--- config.mk ---
export PLATFORM = sky130hd
export DESIGN_NAME = clint_bus_arbiter_flat
export DESIGN_NICKNAME = d
export VERILOG_FILES = /design/src/rtl/clint_arb_pkg.sv /design/src/rtl/clint_bus_arbiter_if.sv /design/src/rtl/clint_arb_rr_pick.sv /design/src/rtl/clint_bus_arbiter.sv /design/src/flat_wrapper.sv
export SDC_FILE = /design/constraint.sdc
export NUM_CORES = 1
export LEC_CHECK = 0
export ABC_AREA = 0
export CORE_AREA = 2 2 109 111
export CTS_CLUSTER_SIZE = 24
export DETAILED_ROUTE_END_ITERATION = 16
export DIE_AREA = 0 0 111 113
export PLACE_DENSITY = 0.85
export SLEW_MARGIN = 40
export SYNTH_ARGS = -nofsm -noshare
export SYNTH_HDL_FRONTEND = slang
export SYNTH_SLANG_ARGS = --single-unit
--- constraint.sdc ---
create_clock -name clk -period 2.26 [get_ports clk]
set_input_delay 0.565 -clock clk [delete_from_list [all_inputs] [get_ports clk]]
set_output_delay 0.565 -clock clk [all_outputs]
set_load 0.03 [all_outputs]
--- src/rtl/clint_arb_pkg.sv ---
// rtl/clint_arb_pkg.sv - shared types and CLINT address map for the CLINT bus arbiter
package clint_arb_pkg;

    typedef enum logic [1:0] {
        ST_IDLE,
        ST_GRANT,
        ST_DRAIN
    } arb_state_t;

    localparam logic [31:0] CLINT_MSIP      = 32'h1100_0000;
    localparam logic [31:0] CLINT_MTIMECMPL = 32'h1100_4000;
    localparam logic [31:0] CLINT_MTIMECMPH = 32'h1100_4004;
    localparam logic [31:0] CLINT_MTIMEL    = 32'h1100_BFF8;
    localparam logic [31:0] CLINT_MTIMEH    = 32'h1100_BFFC;

    localparam int DEFAULT_TIMEOUT_CYCLES = 255;

    // Index width that stays at least one bit for a single requester.
    function automatic int idx_width(input int n);
        return (n > 1) ? $clog2(n) : 1;
    endfunction

endpackage

--- src/rtl/clint_bus_arbiter_if.sv ---
// rtl/clint_bus_arbiter_if.sv - requester-side and CLINT-side bus interfaces of the arbiter
interface clint_req_if #(
    parameter int NUM_REQ = 2
);
    logic [NUM_REQ-1:0]    req_valid;
    logic [NUM_REQ*32-1:0] req_addr;
    logic [NUM_REQ*4-1:0]  req_wmask;
    logic [NUM_REQ*32-1:0] req_wdata;
    logic [NUM_REQ-1:0]    req_ready;
    logic [31:0]           req_rdata;
    logic [NUM_REQ-1:0]    req_err;

    modport master (
        output req_valid, req_addr, req_wmask, req_wdata,
        input  req_ready, req_rdata, req_err
    );

    modport slave (
        input  req_valid, req_addr, req_wmask, req_wdata,
        output req_ready, req_rdata, req_err
    );
endinterface

interface clint_mmio_if;
    logic        clint_valid;
    logic [31:0] clint_addr;
    logic [3:0]  clint_wmask;
    logic [31:0] clint_wdata;
    logic [31:0] clint_rdata;
    logic        clint_ready;

    modport master (
        output clint_valid, clint_addr, clint_wmask, clint_wdata,
        input  clint_rdata, clint_ready
    );

    modport slave (
        input  clint_valid, clint_addr, clint_wmask, clint_wdata,
        output clint_rdata, clint_ready
    );
endinterface

--- src/rtl/clint_arb_rr_pick.sv ---
// rtl/clint_arb_rr_pick.sv - combinational round-robin picker starting after the pointer
module clint_arb_rr_pick
    import clint_arb_pkg::*;
#(
    parameter int NUM_REQ = 2,
    parameter int IDXW    = idx_width(NUM_REQ)
) (
    input  logic [NUM_REQ-1:0] req,
    input  logic [IDXW-1:0]    ptr,
    output logic [IDXW-1:0]    winner,
    output logic               any_req
);

    logic [IDXW-1:0] cand;

    // Scan from the farthest offset down so the nearest requester after ptr wins.
    always_comb begin
        winner  = '0;
        any_req = 1'b0;
        cand    = '0;
        for (int off = NUM_REQ; off >= 1; off--) begin
            cand = IDXW'((int'(ptr) + off) % NUM_REQ);
            if (req[cand]) begin
                winner  = cand;
                any_req = 1'b1;
            end
        end
    end

endmodule

--- src/rtl/clint_bus_arbiter.sv ---
// rtl/clint_bus_arbiter.sv - round-robin CLINT MMIO arbiter; optional grant timeout via CLINT_ARB_TIMEOUT_EN
module clint_bus_arbiter
    import clint_arb_pkg::*;
#(
    parameter int NUM_REQ        = 2,
    parameter int TIMEOUT_CYCLES = DEFAULT_TIMEOUT_CYCLES
) (
    input  logic          clk,
    input  logic          resetn,
    clint_req_if.slave    req,
    clint_mmio_if.master  clint
);

    localparam int IDXW = idx_width(NUM_REQ);

    arb_state_t      state, state_nxt;
    logic [IDXW-1:0] grant_q, ptr_q, winner;
    logic            any_req, load, done, timeout;
    logic [31:0]     addr_q, wdata_q, sel_addr, sel_wdata;
    logic [3:0]      wmask_q, sel_wmask;

    clint_arb_rr_pick #(
        .NUM_REQ (NUM_REQ),
        .IDXW    (IDXW)
    ) u_pick (
        .req     (req.req_valid),
        .ptr     (ptr_q),
        .winner  (winner),
        .any_req (any_req)
    );

`ifdef CLINT_ARB_TIMEOUT_EN
    localparam int CNTW = $clog2(TIMEOUT_CYCLES + 1);
    localparam logic [CNTW-1:0] CNT_LAST = CNTW'(TIMEOUT_CYCLES - 1);

    logic [CNTW-1:0] cnt_q;

    assign timeout = (state == ST_GRANT) && !clint.clint_ready && (cnt_q == CNT_LAST);

    always_ff @(posedge clk) begin
        if (!resetn) begin
            cnt_q <= '0;
        end else if (load) begin
            cnt_q <= '0;
        end else if (state == ST_GRANT && cnt_q != CNT_LAST) begin
            cnt_q <= cnt_q + 1'b1;
        end
    end
`else
    logic unused_timeout;
    assign timeout        = 1'b0;
    assign unused_timeout = (TIMEOUT_CYCLES == 0);
`endif

    assign done = (state == ST_GRANT) && (clint.clint_ready || timeout);

    always_comb begin
        sel_addr  = '0;
        sel_wmask = '0;
        sel_wdata = '0;
        for (int i = 0; i < NUM_REQ; i++) begin
            if (winner == IDXW'(i)) begin
                sel_addr  = req.req_addr[32*i +: 32];
                sel_wmask = req.req_wmask[4*i +: 4];
                sel_wdata = req.req_wdata[32*i +: 32];
            end
        end
    end

    // DRAIN re-arbitrates like IDLE but ignores the CLINT's now-stale ready.
    always_comb begin
        state_nxt       = state;
        load            = 1'b0;
        req.req_ready   = '0;
        req.req_err     = '0;
        req.req_rdata   = '0;
        case (state)
            ST_IDLE, ST_DRAIN: begin
                if (any_req) begin
                    load      = 1'b1;
                    state_nxt = ST_GRANT;
                end else begin
                    state_nxt = ST_IDLE;
                end
            end
            ST_GRANT: begin
                if (done) begin
                    state_nxt              = ST_DRAIN;
                    req.req_ready[grant_q] = 1'b1;
                    if (timeout) begin
                        req.req_err[grant_q] = 1'b1;
                    end else begin
                        req.req_rdata = clint.clint_rdata;
                    end
                end
            end
            default: state_nxt = ST_IDLE;
        endcase
    end

    always_ff @(posedge clk) begin
        if (!resetn) begin
            state   <= ST_IDLE;
            grant_q <= '0;
            ptr_q   <= IDXW'(NUM_REQ - 1);
            addr_q  <= '0;
            wmask_q <= '0;
            wdata_q <= '0;
        end else begin
            state <= state_nxt;
            if (load) begin
                grant_q <= winner;
                addr_q  <= sel_addr;
                wmask_q <= sel_wmask;
                wdata_q <= sel_wdata;
            end
            if (done) begin
                ptr_q <= grant_q;
            end
        end
    end

    assign clint.clint_valid = (state == ST_GRANT);
    assign clint.clint_addr  = addr_q;
    assign clint.clint_wmask = wmask_q;
    assign clint.clint_wdata = wdata_q;

endmodule
--- src/flat_wrapper.sv ---
// flat-port wrapper written by rule: the top's interface ports become plain ports
module clint_bus_arbiter_flat import clint_arb_pkg::*;
#(
    parameter int NUM_REQ        = 2,
    parameter int TIMEOUT_CYCLES = DEFAULT_TIMEOUT_CYCLES
)
  (clk, resetn, req_req_valid, req_req_addr, req_req_wmask, req_req_wdata, req_req_ready, req_req_rdata, req_req_err, clint_clint_valid, clint_clint_addr, clint_clint_wmask, clint_clint_wdata, clint_clint_rdata, clint_clint_ready);
  clint_req_if #(.NUM_REQ(NUM_REQ)) req_i ();
  clint_mmio_if clint_i ();
  input  logic clk;
  input  logic resetn;
  input wire logic [$bits(req_i.req_valid)-1:0] req_req_valid;
  input wire logic [$bits(req_i.req_addr)-1:0] req_req_addr;
  input wire logic [$bits(req_i.req_wmask)-1:0] req_req_wmask;
  input wire logic [$bits(req_i.req_wdata)-1:0] req_req_wdata;
  output wire logic [$bits(req_i.req_ready)-1:0] req_req_ready;
  output wire logic [$bits(req_i.req_rdata)-1:0] req_req_rdata;
  output wire logic [$bits(req_i.req_err)-1:0] req_req_err;
  output wire logic [$bits(clint_i.clint_valid)-1:0] clint_clint_valid;
  output wire logic [$bits(clint_i.clint_addr)-1:0] clint_clint_addr;
  output wire logic [$bits(clint_i.clint_wmask)-1:0] clint_clint_wmask;
  output wire logic [$bits(clint_i.clint_wdata)-1:0] clint_clint_wdata;
  input wire logic [$bits(clint_i.clint_rdata)-1:0] clint_clint_rdata;
  input wire logic [$bits(clint_i.clint_ready)-1:0] clint_clint_ready;
  assign req_i.req_valid = req_req_valid;
  assign req_i.req_addr = req_req_addr;
  assign req_i.req_wmask = req_req_wmask;
  assign req_i.req_wdata = req_req_wdata;
  assign req_req_ready = req_i.req_ready;
  assign req_req_rdata = req_i.req_rdata;
  assign req_req_err = req_i.req_err;
  assign clint_clint_valid = clint_i.clint_valid;
  assign clint_clint_addr = clint_i.clint_addr;
  assign clint_clint_wmask = clint_i.clint_wmask;
  assign clint_clint_wdata = clint_i.clint_wdata;
  assign clint_i.clint_rdata = clint_clint_rdata;
  assign clint_i.clint_ready = clint_clint_ready;
  clint_bus_arbiter #(.NUM_REQ(NUM_REQ), .TIMEOUT_CYCLES(TIMEOUT_CYCLES)) u_core (.clk(clk), .resetn(resetn), .req(req_i), .clint(clint_i));
endmodule
==> summary.txt <==
Outcome
  • Status: finished, final reports clean

Place
  • Dpl ws: -0.0880 ns
  • HPWL Detailed: 8.82 mm
  • I/O Buffers: 275
  • Placer Congestion: 0.905

Detailed routing
  • Max Used Layer: met4
  • 1st-iter DRT viols: 315
  • DRT Wirelength: 12.3 mm
  • WL/cell: 14.8 µm
  • Vias per std cell: 4.79
  • Drt pass-1 iters: 4
  • DRC: 0
  • WL met3: 1.08 mm
  • Met2 wire len: 5.95 mm
  • Metal-1 WL: 5.10 mm
  • Post-DRT Antenna Nets: 0
  • Vias post-DR: 4,002

Timing
  • TNS Setup: 0 ns
  • RSZ-0062 raised after global routing: no
  • Worst setup margin: 0.0334 ns
  • Final clock skew: 0.00679 ns
  • Tcrit/Tclk final: 98.5%
  • Final Critical Period: 2.23 ns
  • Hold slack: 0.518 ns
  • Final hold vios: 0
  • Setup violators final: 0
  • Max-slew violations: 0
  • Max Freq: 0.449 GHz

Global route
  • Total GRT Usage: 18.9%
  • Vias in the first global route: 3,881
  • Pin count of the biggest net entering global routing: 73
  • Initial antenna violation count: 0
  • Total grt overflow: 0
  • First-pass GRT wire length: 19.4 mm

Synth
  • Post-synth EDFFs: 0
  • Yosys reg bits: 72
  • Syn Inst Count: 436
  • Yosys warning count: 0
  • Synth Area per Inst: 7.54 µm²
  • Register area share after synthesis: 43.9%
  • Primary FF master, synth: dfxtp_1
  • Mapped cell area: 3290 µm²
  • FFs w/ async S/R, synth: 0%
  • Distinct cells, synth: 21

Layout
  • Diodes inserted: 0
  • Fillers: 981
  • Multi-input logic area: 1610 µm²
  • Final core occ: 57.0%
  • # nets final: 861
  • Leading cell type in the layout, fill and taps excluded: clkdlybuf4s50_1
  • Reg area: 1440 µm²
  • Fraction of layout cells with a size suffix above 1: 9.38%
  • Commonest non-fill, non-tap cells in the layout: clkdlybuf4s50_1 (238), nand2_1 (137), dfxtp_1 (72), a31oi_1 (68), o21ai_0 (37)
  • Area grow syn2layout: 95.5%

Floorplan
  • Ports: 278
  • Total core area: 11,300 µm²
  • Die W: 111 µm
  • Rows: 39
  • Die height: 113 µm
  • Die area: 12,500 µm²
  • Initial core utilization: 29.1%

Job
  • Max-cap violations: 0

Pwr
  • Leak pwr: 2.59 nW
  • Total power: 4.36 mW
  • Peak VDD IR: 0.431 mV
  • Areal power density over the cells: 679 nW/µm²

Worst setup path
  • Worst EP required: 1.69 ns
  • Crit-path max FO: 18
  • R2R depth: 4
  • Arrival time at the worst endpoint: 1.66 ns
  • Critical path endpoint category: output pin
  • R2R Setup Slk: 0.92 ns
  • Crit start category: input port
  • R2r endpoint: u_core.ptr_q
  • R2R Path Start: u_core.state[0]
  • CP Class: in -> out

Clock network
  • Latest clock arrival within the worst-skew pair: 0.32 ns
  • CTS tree: yes
  • Reg clk slew, reported paths: 0.05 ns
  • Max Buffers Root-to-Sink: 2
  • Root Buffer Master: clkbuf_16
  • Sink Count: 72
  • Max H-tree Level: 3
  • Num CTS Buffers: 9

Min path
  • Hold Path Class: reg -> reg
  • Hold_sp: u_core.clint.clint_addr[7]
  • Worst Hold End: u_core.clint.clint_addr[7]
  • Cells on Worst Hold Path: 2
## where the power goes
part / total, mW / switching (mW) / internal [mW]
combinational: 1.34 / 0.676 / 0.660
sequential: 1.47 / 0.0701 / 1.40
clock: 1.55 / 0.525 / 1.02
## worst max-delay path, cell delays in order
cell and delay [ns]:
dlygate4sd2_1 0.25, and3b_2 0.24, buf_4 0.15, buf_12 0.13, and2_1 0.16, buf_4 0.16
## layout make-up
cell class	instances	area share [%]
Timing Repair Buffer	284	44.5
Inverter	1	0.0584
Multi-Input combinational cell	320	25.0
Clock buffer	11	3.94
Clock inverter	5	1.23
Tap cell	143	2.79
Sequential cell	72	22.4
## flip-flops by register name, summed over array words and instances, names as in the netlist
name	cells
u_core.clint.clint_addr	32
u_core.clint.clint_wdata	32
u_core.clint.clint_wmask	4
u_core.grant_q	1
u_core.ptr_q	1
u_core.state	2
## cells by family (layout without fill, tap and decap cells)
| logic type | after synthesis | after routing | share of synthesized area (%) |
|---|---|---|---|
| muxes | 1 | 1 | 0.305 |
| and+or+nand+nor | 176 | 176 | 23.2 |
| other | 1 | 2 | 0.114 |
| buffers and inverters | 45 | 301 | 7.88 |
| AOI/OAI and AO/OA | 141 | 141 | 24.7 |
| DFF | 72 | 72 | 43.9 |
## cells in the mapped netlist, drive strengths merged (2+ instances only)
cell / n / area share (%)
dfxtp: 72 / 44
nand2: 137 / 16
buf: 33 / 6.5
o21ai: 68 / 10
a31oi: 68 / 13
clkbuf: 11 / 1.3
and2: 36 / 6.9
nor2b: 2 / 0.38
## metal layers
layer	global-route usage, %	vias up
li1	-	1987
met1	22.8	1820
met2	32.0	179
met3	6.48	16
met4	5.92	0
met5	0	-
## what timing repair did
| action | CTS | global route |
|---|---|---|
| gates resized for setup | 4 | 1 |
| hold buffers | 0 | 0 |
| cloned | 1 | 0 |
| setup buffers | 1 | 0 |
| setup endpoints to repair | 34 | 1 |
## worst max-delay path by stage
stage	from	end	slack, ns	cells after the start
floorplan	clint_clint_ready	req_req_rdata[0]	0.32	4
global placement	clint_clint_ready	req_req_rdata[25]	-0.04	5
detailed placement	clint_clint_ready	req_req_rdata[25]	-0.09	5
CTS	clint_clint_ready	req_req_rdata[5]	0.04	6
global route	clint_clint_ready	req_req_rdata[27]	0.0009	6
finish	clint_clint_ready	req_req_rdata[5]	0.03	6
## per-stage QoR
stage / std cells / area [µm²]
after global routing: 836 / 6420
after detailed placement: 818 / 6040
after floorplan: 437 / 3290
after CTS: 836 / 6420
after global placement: 818 / 6040
final: 836 / 6420
(Power assumes the default switching activity.)
